--- config.mk ---
export PLATFORM = sky130hd
export DESIGN_NAME = drop_sequencer
export DESIGN_NICKNAME = d
export VERILOG_FILES = /design/src/rtl/drop_sequencer.sv
export SDC_FILE = /design/constraint.sdc
export NUM_CORES = 1
export LEC_CHECK = 0
export ABC_AREA = 1
export CORE_UTILIZATION = 42
export DETAILED_ROUTE_END_ITERATION = 10
export PLACE_DENSITY_LB_ADDON = 0.08
export SLEW_MARGIN = 20
export SYNTH_ARGS = -nofsm -noshare
export SYNTH_HDL_FRONTEND = slang
export SYNTH_SLANG_ARGS = --single-unit
--- constraint.sdc ---
create_clock -name clk -period 5 [get_ports clk]
set_clock_uncertainty 0.1 [all_clocks]
set_input_delay 0.75 -clock clk [delete_from_list [all_inputs] [get_ports clk]]
set_output_delay 0.75 -clock clk [all_outputs]
set_load 0.02 [all_outputs]
--- src/rtl/drop_sequencer.sv ---
`default_nettype none
// ============================================================================
// Module   : drop_sequencer
// Purpose  : Arms on a run of stable height samples, then gates a fixed-length
//            release pulse on operator request when the height is low enough.
// Revision : 1.0
// ============================================================================
module drop_sequencer #(
    parameter int STABLE_CNT  = 4,
    parameter int TOL         = 2,
    parameter int DROP_CYCLES = 8
) (
    input  logic       clk,
    input  logic       rst,
    input  logic [7:0] height,
    input  logic       height_valid,
    input  logic [7:0] drop_limit,
    input  logic       drop_req,
    output logic       drop_en,
    output logic       armed,
    output logic       busy,
    output logic [7:0] stable_height,
    output logic       fault
);

    typedef enum logic [1:0] {
        ST_IDLE  = 2'd0,
        ST_TRACK = 2'd1,
        ST_ARMED = 2'd2,
        ST_DROP  = 2'd3
    } state_t;

    localparam logic [3:0] C_STABLE = 4'(STABLE_CNT);
    localparam logic [8:0] C_TOL    = 9'(TOL);
    localparam logic [7:0] C_DROP   = 8'(DROP_CYCLES);

    state_t     state_q, state_d;
    logic [7:0] ref_q, ref_d;
    logic [3:0] cnt_q, cnt_d;
    logic [7:0] timer_q, timer_d;
    logic [7:0] stable_height_q, stable_height_d;
    logic       drop_en_q, drop_en_d;
    logic       armed_q, armed_d;
    logic       busy_q, busy_d;
    logic       fault_q, fault_d;

    logic       w_sample;
    logic       w_zero;
    logic [8:0] w_h9;
    logic [8:0] w_r9;
    logic [8:0] w_diff;
    logic       w_in_tol;
    logic [3:0] w_cnt_inc;

    // Absolute difference on 9 bits so a small ref against a large height never wraps.
    assign w_sample  = height_valid && (height != 8'd0);
    assign w_zero    = height_valid && (height == 8'd0);
    assign w_h9      = {1'b0, height};
    assign w_r9      = {1'b0, ref_q};
    assign w_diff    = (w_h9 >= w_r9) ? (w_h9 - w_r9) : (w_r9 - w_h9);
    assign w_in_tol  = w_sample && (w_diff <= C_TOL);
    assign w_cnt_inc = cnt_q + 4'd1;

    always_comb begin
        state_d         = state_q;
        ref_d           = ref_q;
        cnt_d           = cnt_q;
        timer_d         = timer_q;
        stable_height_d = stable_height_q;
        fault_d         = 1'b0;

        case (state_q)
            ST_IDLE: begin
                if (w_sample) begin
                    ref_d   = height;
                    cnt_d   = 4'd1;
                    state_d = ST_TRACK;
                end
            end
            ST_TRACK: begin
                if (w_zero) begin
                    state_d = ST_IDLE;
                end else if (w_in_tol) begin
                    cnt_d = w_cnt_inc;
                    if (w_cnt_inc == C_STABLE) begin
                        state_d         = ST_ARMED;
                        stable_height_d = ref_q;
                    end
                end else if (w_sample) begin
                    ref_d = height;
                    cnt_d = 4'd1;
                end
            end
            ST_ARMED: begin
                // A disturbed height outranks any request in the same cycle.
                if (w_zero) begin
                    state_d = ST_IDLE;
                end else if (w_sample && !w_in_tol) begin
                    ref_d   = height;
                    cnt_d   = 4'd1;
                    state_d = ST_TRACK;
                end else if (drop_req) begin
                    if (stable_height_q <= drop_limit) begin
                        timer_d = C_DROP;
                        state_d = ST_DROP;
                    end else begin
                        fault_d = 1'b1;
                    end
                end
            end
            ST_DROP: begin
                timer_d = timer_q - 8'd1;
                if (timer_q <= 8'd1) begin
                    state_d = ST_IDLE;
                end
            end
            default: state_d = ST_IDLE;
        endcase

        drop_en_d = (state_d == ST_DROP);
        armed_d   = (state_d == ST_ARMED);
        busy_d    = (state_d != ST_IDLE);
    end

    always_ff @(posedge clk) begin
        if (rst) begin
            state_q         <= ST_IDLE;
            ref_q           <= 8'd0;
            cnt_q           <= 4'd0;
            timer_q         <= 8'd0;
            stable_height_q <= 8'd0;
            drop_en_q       <= 1'b0;
            armed_q         <= 1'b0;
            busy_q          <= 1'b0;
            fault_q         <= 1'b0;
        end else begin
            state_q         <= state_d;
            ref_q           <= ref_d;
            cnt_q           <= cnt_d;
            timer_q         <= timer_d;
            stable_height_q <= stable_height_d;
            drop_en_q       <= drop_en_d;
            armed_q         <= armed_d;
            busy_q          <= busy_d;
            fault_q         <= fault_d;
        end
    end

    assign drop_en       = drop_en_q;
    assign armed         = armed_q;
    assign busy          = busy_q;
    assign stable_height = stable_height_q;
    assign fault         = fault_q;

endmodule
`default_nettype wire

==> results of run 1 <==
power by group:
group | internal, mW | leakage (nW) | switching (mW)
Combinational | 0.271 | 1.35 | 0.478
Sequential | 0.317 | 0.277 | 0.0516
Clock | 0.200 | 0.0683 | 0.118
Total | 0.789 | 1.70 | 0.647
metrics by stage:
stage	setup slack (ns)	area, um^2	hold WS [ns]	cells	total power, mW
floorplan	2.013	2932	0.3453	468	0.9430
global placement	1.213	3303	0.3550	572	1.110
detailed placement	1.193	3303	0.3597	572	1.113
CTS	1.506	3441	0.3719	580	1.437
global route	1.157	3441	0.3925	580	1.571
finish	1.480	3441	0.3670	580	1.436
sequential cells by signal, summed over array words and instances (netlist names):
register / cells
armed: 1
ref_q: 8
fault: 1
state_q: 2
stable_height: 8
timer_q: 8
busy: 1
drop_en: 1
cnt_q: 4
worst reg2reg max path: stages, from the launching register on:
cell and delay, ns:
dfxtp_1 0.36, inv_1 0.09, ha_1 0.14, inv_1 0.07, fa_1 0.38, or2_2 0.30, a21oi_1 0.16, nand3_1 0.15
nor2_1 0.13, nand2_1 0.06, nand2_1 0.07, nand2_2 0.05, inv_1 0.05, nand2_1 0.06, nand2_1 0.09, nand2_2 0.09
nand3_1 0.22, inv_2 0.09, o21ai_0 0.16, nor2_1 0.06
area by class of cell:
cell class | count | share of cell area [%]
Multi-Input combinational cell | 345 | 55.35
Sequential cell | 34 | 19.78
Timing Repair Buffer | 31 | 9.018
Inverter | 82 | 8.945
Tap cell | 80 | 2.909
Clock buffer | 5 | 2.000
Clock inverter | 3 | 2.000
cell families (layout without fill, tap and decap cells):
kind of cell,Yosys count,in the layout,synth area share [%]
fa+ha+maj,35,35,15.45
xor+xnor,8,8,2.390
buf+inv,89,121,11.82
flops,34,34,23.22
compound gates,63,63,11.10
simple gates,239,239,36.02
how the worst max path moves through the flow:
stage               depth (start not counted)  slack (ns)                to
floorplan                                  17        2.01  stable_height[5]
global placement                           18        1.21          cnt_q[0]
detailed placement                         18        1.19          ref_q[3]
CTS                                        18        1.51          ref_q[6]
global route                               21        1.16          cnt_q[0]
finish                                     18        1.48          cnt_q[0]
cell usage in the layout, fill, tap and decap left out:
cell and instances:
clkdlybuf4s50_1 31, ha_1 33, nand2_4 2, nor3b_1 1, o21a_1 1, o21ai_1 1
nand4_1 6, nor3_1 1, nand3_4 1, nor2_1 55, nand3_2 1, clkinv_4 1
inv_1 78, nand2_1 117, or2_2 2, o211ai_1 1, inv_2 4, xor2_1 4
nand3_1 39, a21oi_1 40, xnor2_1 4, bufinv_16 2, o21ai_0 18, nand4_4 1
fa_1 2, nor2_2 5, dfxtp_1 34, o22ai_1 1, o41ai_1 1, clkbuf_8 5
nand2_2 7, nor4_1 1
routing by layer:
layer / global-route usage [%] / wire (um) / vias to the layer above / share of wire, %
li1: - / - / 1529 / -
met1: 28.45 / 3499 / 1260 / 50
met2: 31.78 / 3009 / 79 / 43
met3: 3.272 / 319 / 13 / 4.6
met4: 6.515 / 146 / 0 / 2.1
met5: 0 / 0 / - / 0
==> summary.txt, run 1 <==
Die Wd: 85.55 um
CP delay by family, top: simple AND/OR/NAND/NOR gates
Synth Area per Inst: 6.264 um^2
Vias: 2881
IO Count: 32
Max_cap viols: 0
Final setup TNS: 0 ns
Seq cells post-synth: 34
Final Hold Fails: 0
Share of cells above drive strength 1: 6.200%
Async set-reset flop share out of synthesis: 0%
Initial drt markers: 169
Slowest Stage Delay on Critical Path: 0.56 ns
Hpwl dp: 5387 um
Pin count of the biggest net entering global routing: 21
Drt first pass iters: 4
Setup-failing EPs final: 0
Die area: 7318 um^2
CTS tree: yes
Period Utilization, post-route: 70.39%
Antenna violations before repair: 0
Hold Startpoint: cnt_q[3]
Clk_lat worst skew: 0.30 ns
Path depth of the worst reg2reg path: 19
Synth Cell Area: 2932 um^2
DR vias/cell: 4.967
Port buffer count: 31
Power per standard cell area: 417.3 nW/um^2
Post-synth EDFFs: 0
Sink Count: 34
Reg area: 680.7 um^2
Crit-path most repeated cell: nand2_1
RD Place Congestion: 0.9509
Worst r2r src: ref_q[0]
Cts bufs inserted: 5
Layout fillers: 687
Slew Limit Fails: 0
CP Data Required Time: 5.09 ns
Initial core utilization: 43.39%
Crit path from: height[1]
Cell variety after synth: 31
Nets: 554
WHS Path Cells: 2
Multi-input logic area: 1904 um^2
Syn_nets: 523
Root Buffer: clkbuf_8
WL/cell: 12.03 um
Most numerous cell in the Yosys netlist: nand2_1
CP max-delay cell: clkdlybuf4s50_1
Ant diodes: 0
Worst relative slew slack: 52.55%
Hold/Removal Path Class: flop to flop
H-tree lvl count: 2
VDD IR max: 149.9 uV
Hold-fix buffers, CTS: 0
Post-synth top cells: nand2_1, inv_1, nor2_1
CP Capture Type: flop
Rows: 30
Vias in the first global route: 2611
Global-route wire length before repair: 11870 um
Detailed Route WL: 6975 um
Critical path buffers and inverters: 4
Critical path type: primary input to flop
Post-synthesis sequential area ratio: 23.22%
Leak: 1.699 nW
Synth Warn #: 0
DRC viols: 0
Worst-path maximum fanout: 5
Post-synth top area share: 23.22%
Die Height: 85.55 um
F_max: 0.2841 GHz
RSZ-0062 raised after global routing: no
Worst Max-Slew Pin Slew: 0.7025 ns
Clock Tree Buf Depth: 2
Top cells by area, synth: dfxtp_1, nand2_1, ha_1
Placeable core area: 6756 um^2
Main synth FF type: dfxtp_1
CP arrival: 3.61 ns
Grt total ovfl: 0
Area Overhead vs Synth: 17.37%
Run status: finished, final reports clean
Cells after synthesis: 468
Hold EP: cnt_q[3]
R2r endpoint: cnt_q[0]
Worst path cell trace: clkdlybuf4s50_1 > inv_1 > fa_1 > or2_2 > a21oi_1 > nand3_1 > nor2_1 > nand2_1 > nand2_1 > nand2_2 > inv_1 > nand2_1 > nand2_1 > nand2_2 > nand3_1 > inv_2 > o21ai_0 > nor2_1
Setup bufs post-CTS: 0
Post-route ant nets: 0
Shortest period the worst path allows: 3.520 ns
Total track usage: 20.26%
Worst R2R Setup Slack: 2.03 ns
Clock Pin Slew Worst Setup and Hold Paths: 0.08 ns
Core Util, Final: 50.93%
Kind of start point of the critical path: primary input
Area leader, netlist: dfxtp_1
CTS resizes: 0
(Power assumes the default switching activity.)
==> run 2: changes to the inputs <==
- clock period: 5 -> 3.7 ns (I/O delays scaled with it)
==> run 2 against run 1 <==
  * Final area is 0.22% higher
  * Utilization increased by 0.11 points
  * Critical path depth increased by 1
  * Clock power rose by 36%
  * Combinational power is 36% higher
  * Sequential cell count did not move
  * Critical endpoint unchanged
  * Global-route usage up 0.29 points
==> summary.txt, run 2 (same netlist as run 1, synthesis figures left out) <==
Post-route ant nets: 0 (unchanged)
CP Data Required Time: 3.79 ns (-1.30 ns)
Vias: 2913 (+1.1%)
Total track usage: 20.55% (+0.29 points)
Slew Limit Fails: 0 (unchanged)
Ant diodes: 0 (unchanged)
Shortest period the worst path allows: 3.330 ns
Worst path cell trace: clkdlybuf4s50_1 > ha_1 > inv_1 > fa_1 > or2_2 > a21oi_1 > nand3_1 > nor2_1 > nand2_1 > nand2_1 > nand2_2 > inv_1 > nand2_1 > nand2_1 > nand2_2 > nand3_1 > inv_2 > o21ai_0 > nor2_1
RD Place Congestion: 0.9478 (-0.33%)
Vias in the first global route: 2643 (+1.2%)
Cts bufs inserted: 5 (unchanged)
Detailed Route WL: 7082 um (+1.5%)
Clock Tree Buf Depth: 2 (unchanged)
Hpwl dp: 5483 um (+1.8%)
Drt first pass iters: 5 (+1)
CP max-delay cell: clkdlybuf4s50_1
WL/cell: 12.19 um (+1.4%)
CTS resizes: 0 (unchanged)
Min Hold Slack: 0.3670 ns (+0.00008200 ns)
Run status: finished, final reports clean
Hold-fix buffers, CTS: 0 (unchanged)
Rows: 30 (unchanged)
Hold/Removal Path Class: flop to flop
Commonest non-fill, non-tap cell in the layout: nand2_1
Sink Count: 34 (unchanged)
Global-route wire length before repair: 12010 um (+1.2%)
CP Capture Type: flop
Kind of start point of the critical path: primary input
Root Buffer: clkbuf_8
Worst relative slew slack: 55.15% (+2.6 points)
Period Utilization, post-route: 89.99%
Clock Pin Slew Worst Setup and Hold Paths: 0.07 ns (about the same)
CTS tree: yes
Worst-path maximum fanout: 5 (unchanged)
Initial core utilization: 43.39% (unchanged)
Clk_lat worst skew: 0.30 ns (about the same)
Antenna violations before repair: 0 (unchanged)
CP delay by family, top: simple AND/OR/NAND/NOR gates
Share of cells above drive strength 1: 6.387% (+0.19 points)
Core Util, Final: 51.04% (+0.11 points)
Setup bufs post-CTS: 0 (unchanged)
Die area: 7318 um^2 (unchanged)
Area Overhead vs Synth: 17.63%
Cell Count, Final, Fillers Out: 581 (+0.17%)
Port buffer count: 31 (unchanged)
VDD IR max: 217.4 uV (+45%)
Placeable core area: 6756 um^2 (unchanged)
DR vias/cell: 5.014 (+0.94%)
Grt total ovfl: 0 (unchanged)
Reg area: 680.7 um^2 (unchanged)
Crit-path most repeated cell: nand2_1
IO Count: 32 (unchanged)
CP arrival: 3.42 ns (-0.19 ns)
Initial drt markers: 163 (-3.6%)
Layout fillers: 714 (+3.9%)
Power per standard cell area: 565.6 nW/um^2 (+36%)
Final Power: 1.950 mW (+36%)
F_max: 0.3003 GHz
Placed cell count: 573 (+0.17%)
DRC viols: 0 (unchanged)
Critical path type: primary input to flop
RSZ-0062 raised after global routing: no
Die Height: 85.55 um (unchanged)
Nets: 555 (+0.18%)
Pin count of the biggest net entering global routing: 21 (unchanged)
Leak: 1.704 nW (+0.28%)
Worst Max-Slew Pin Slew: 0.6720 ns (-0.03047 ns)
Max_cap viols: 0 (unchanged)
Commonest cells after routing, fill and taps aside: nand2_1, inv_1, nor2_1
Final Hold Fails: 0 (unchanged)
Slowest Stage Delay on Critical Path: 0.52 ns (-0.04 ns)
H-tree lvl count: 2 (unchanged)
Multi-input logic area: 1904 um^2 (unchanged)
Critical path buffers and inverters: 4 (unchanged)
Final setup TNS: 0 ns (unchanged)
Setup-failing EPs final: 0 (unchanged)
Die Wd: 85.55 um (unchanged)
==> run 2: area by class of cell <==
cell class	count	share of cell area (%)
flip-flops and latches	34	19.74
multi-input cells	345	55.23
clock inverters	3	1.996
repair buffers	32	9.216
well taps	80	2.903
inverters	82	8.926
clock buffers	5	1.996
==> run 2: per-stage QoR <==
step | area (um^2) | worst slack, ns
finish | 3448 | 0.3702
CTS | 3448 | 0.3890
global route | 3448 | 0.1239
floorplan | 2932 | 0.9085
detailed placement | 3311 | 0.07778
global placement | 3311 | 0.1295
==> run 2: routing by layer <==
layer,GRT usage [%],vias to the layer above,part of all wire (%)
met2,31.93,88,42
met3,3.465,14,5.5
met4,7.727,0,2.3
met5,0,-,0
li1,-,1533,-
met1,28.56,1278,50
==> run 2: final timing paths <==
check / slack [ns] / to / depth (start not counted) / from
max: 0.37 / cnt_q[0] / 19 / height[0]
min: 0.37 / cnt_q[3] / 2 / cnt_q[3]
max reg2reg: 0.71 / cnt_q[0] / 19 / ref_q[0]
min reg2reg: 0.37 / cnt_q[3] / 2 / cnt_q[3]
==> run 2: where the power goes <==
part | internal [mW] | switching (mW)
sequential | 0.429 | 0.0707
combinational | 0.368 | 0.651
clock | 0.270 | 0.162
total | 1.07 | 0.883
==> run 2: worst register-to-register path, delay by kind of cell (launching register included) <==
| kind | cells | cell delay [ns] |
|---|---|---|
| fa+ha+maj | 2 | 0.52 |
| simple gates | 11 | 1.27 |
| compound gates | 2 | 0.32 |
| buf+inv | 4 | 0.29 |
| flops | 1 | 0.37 |
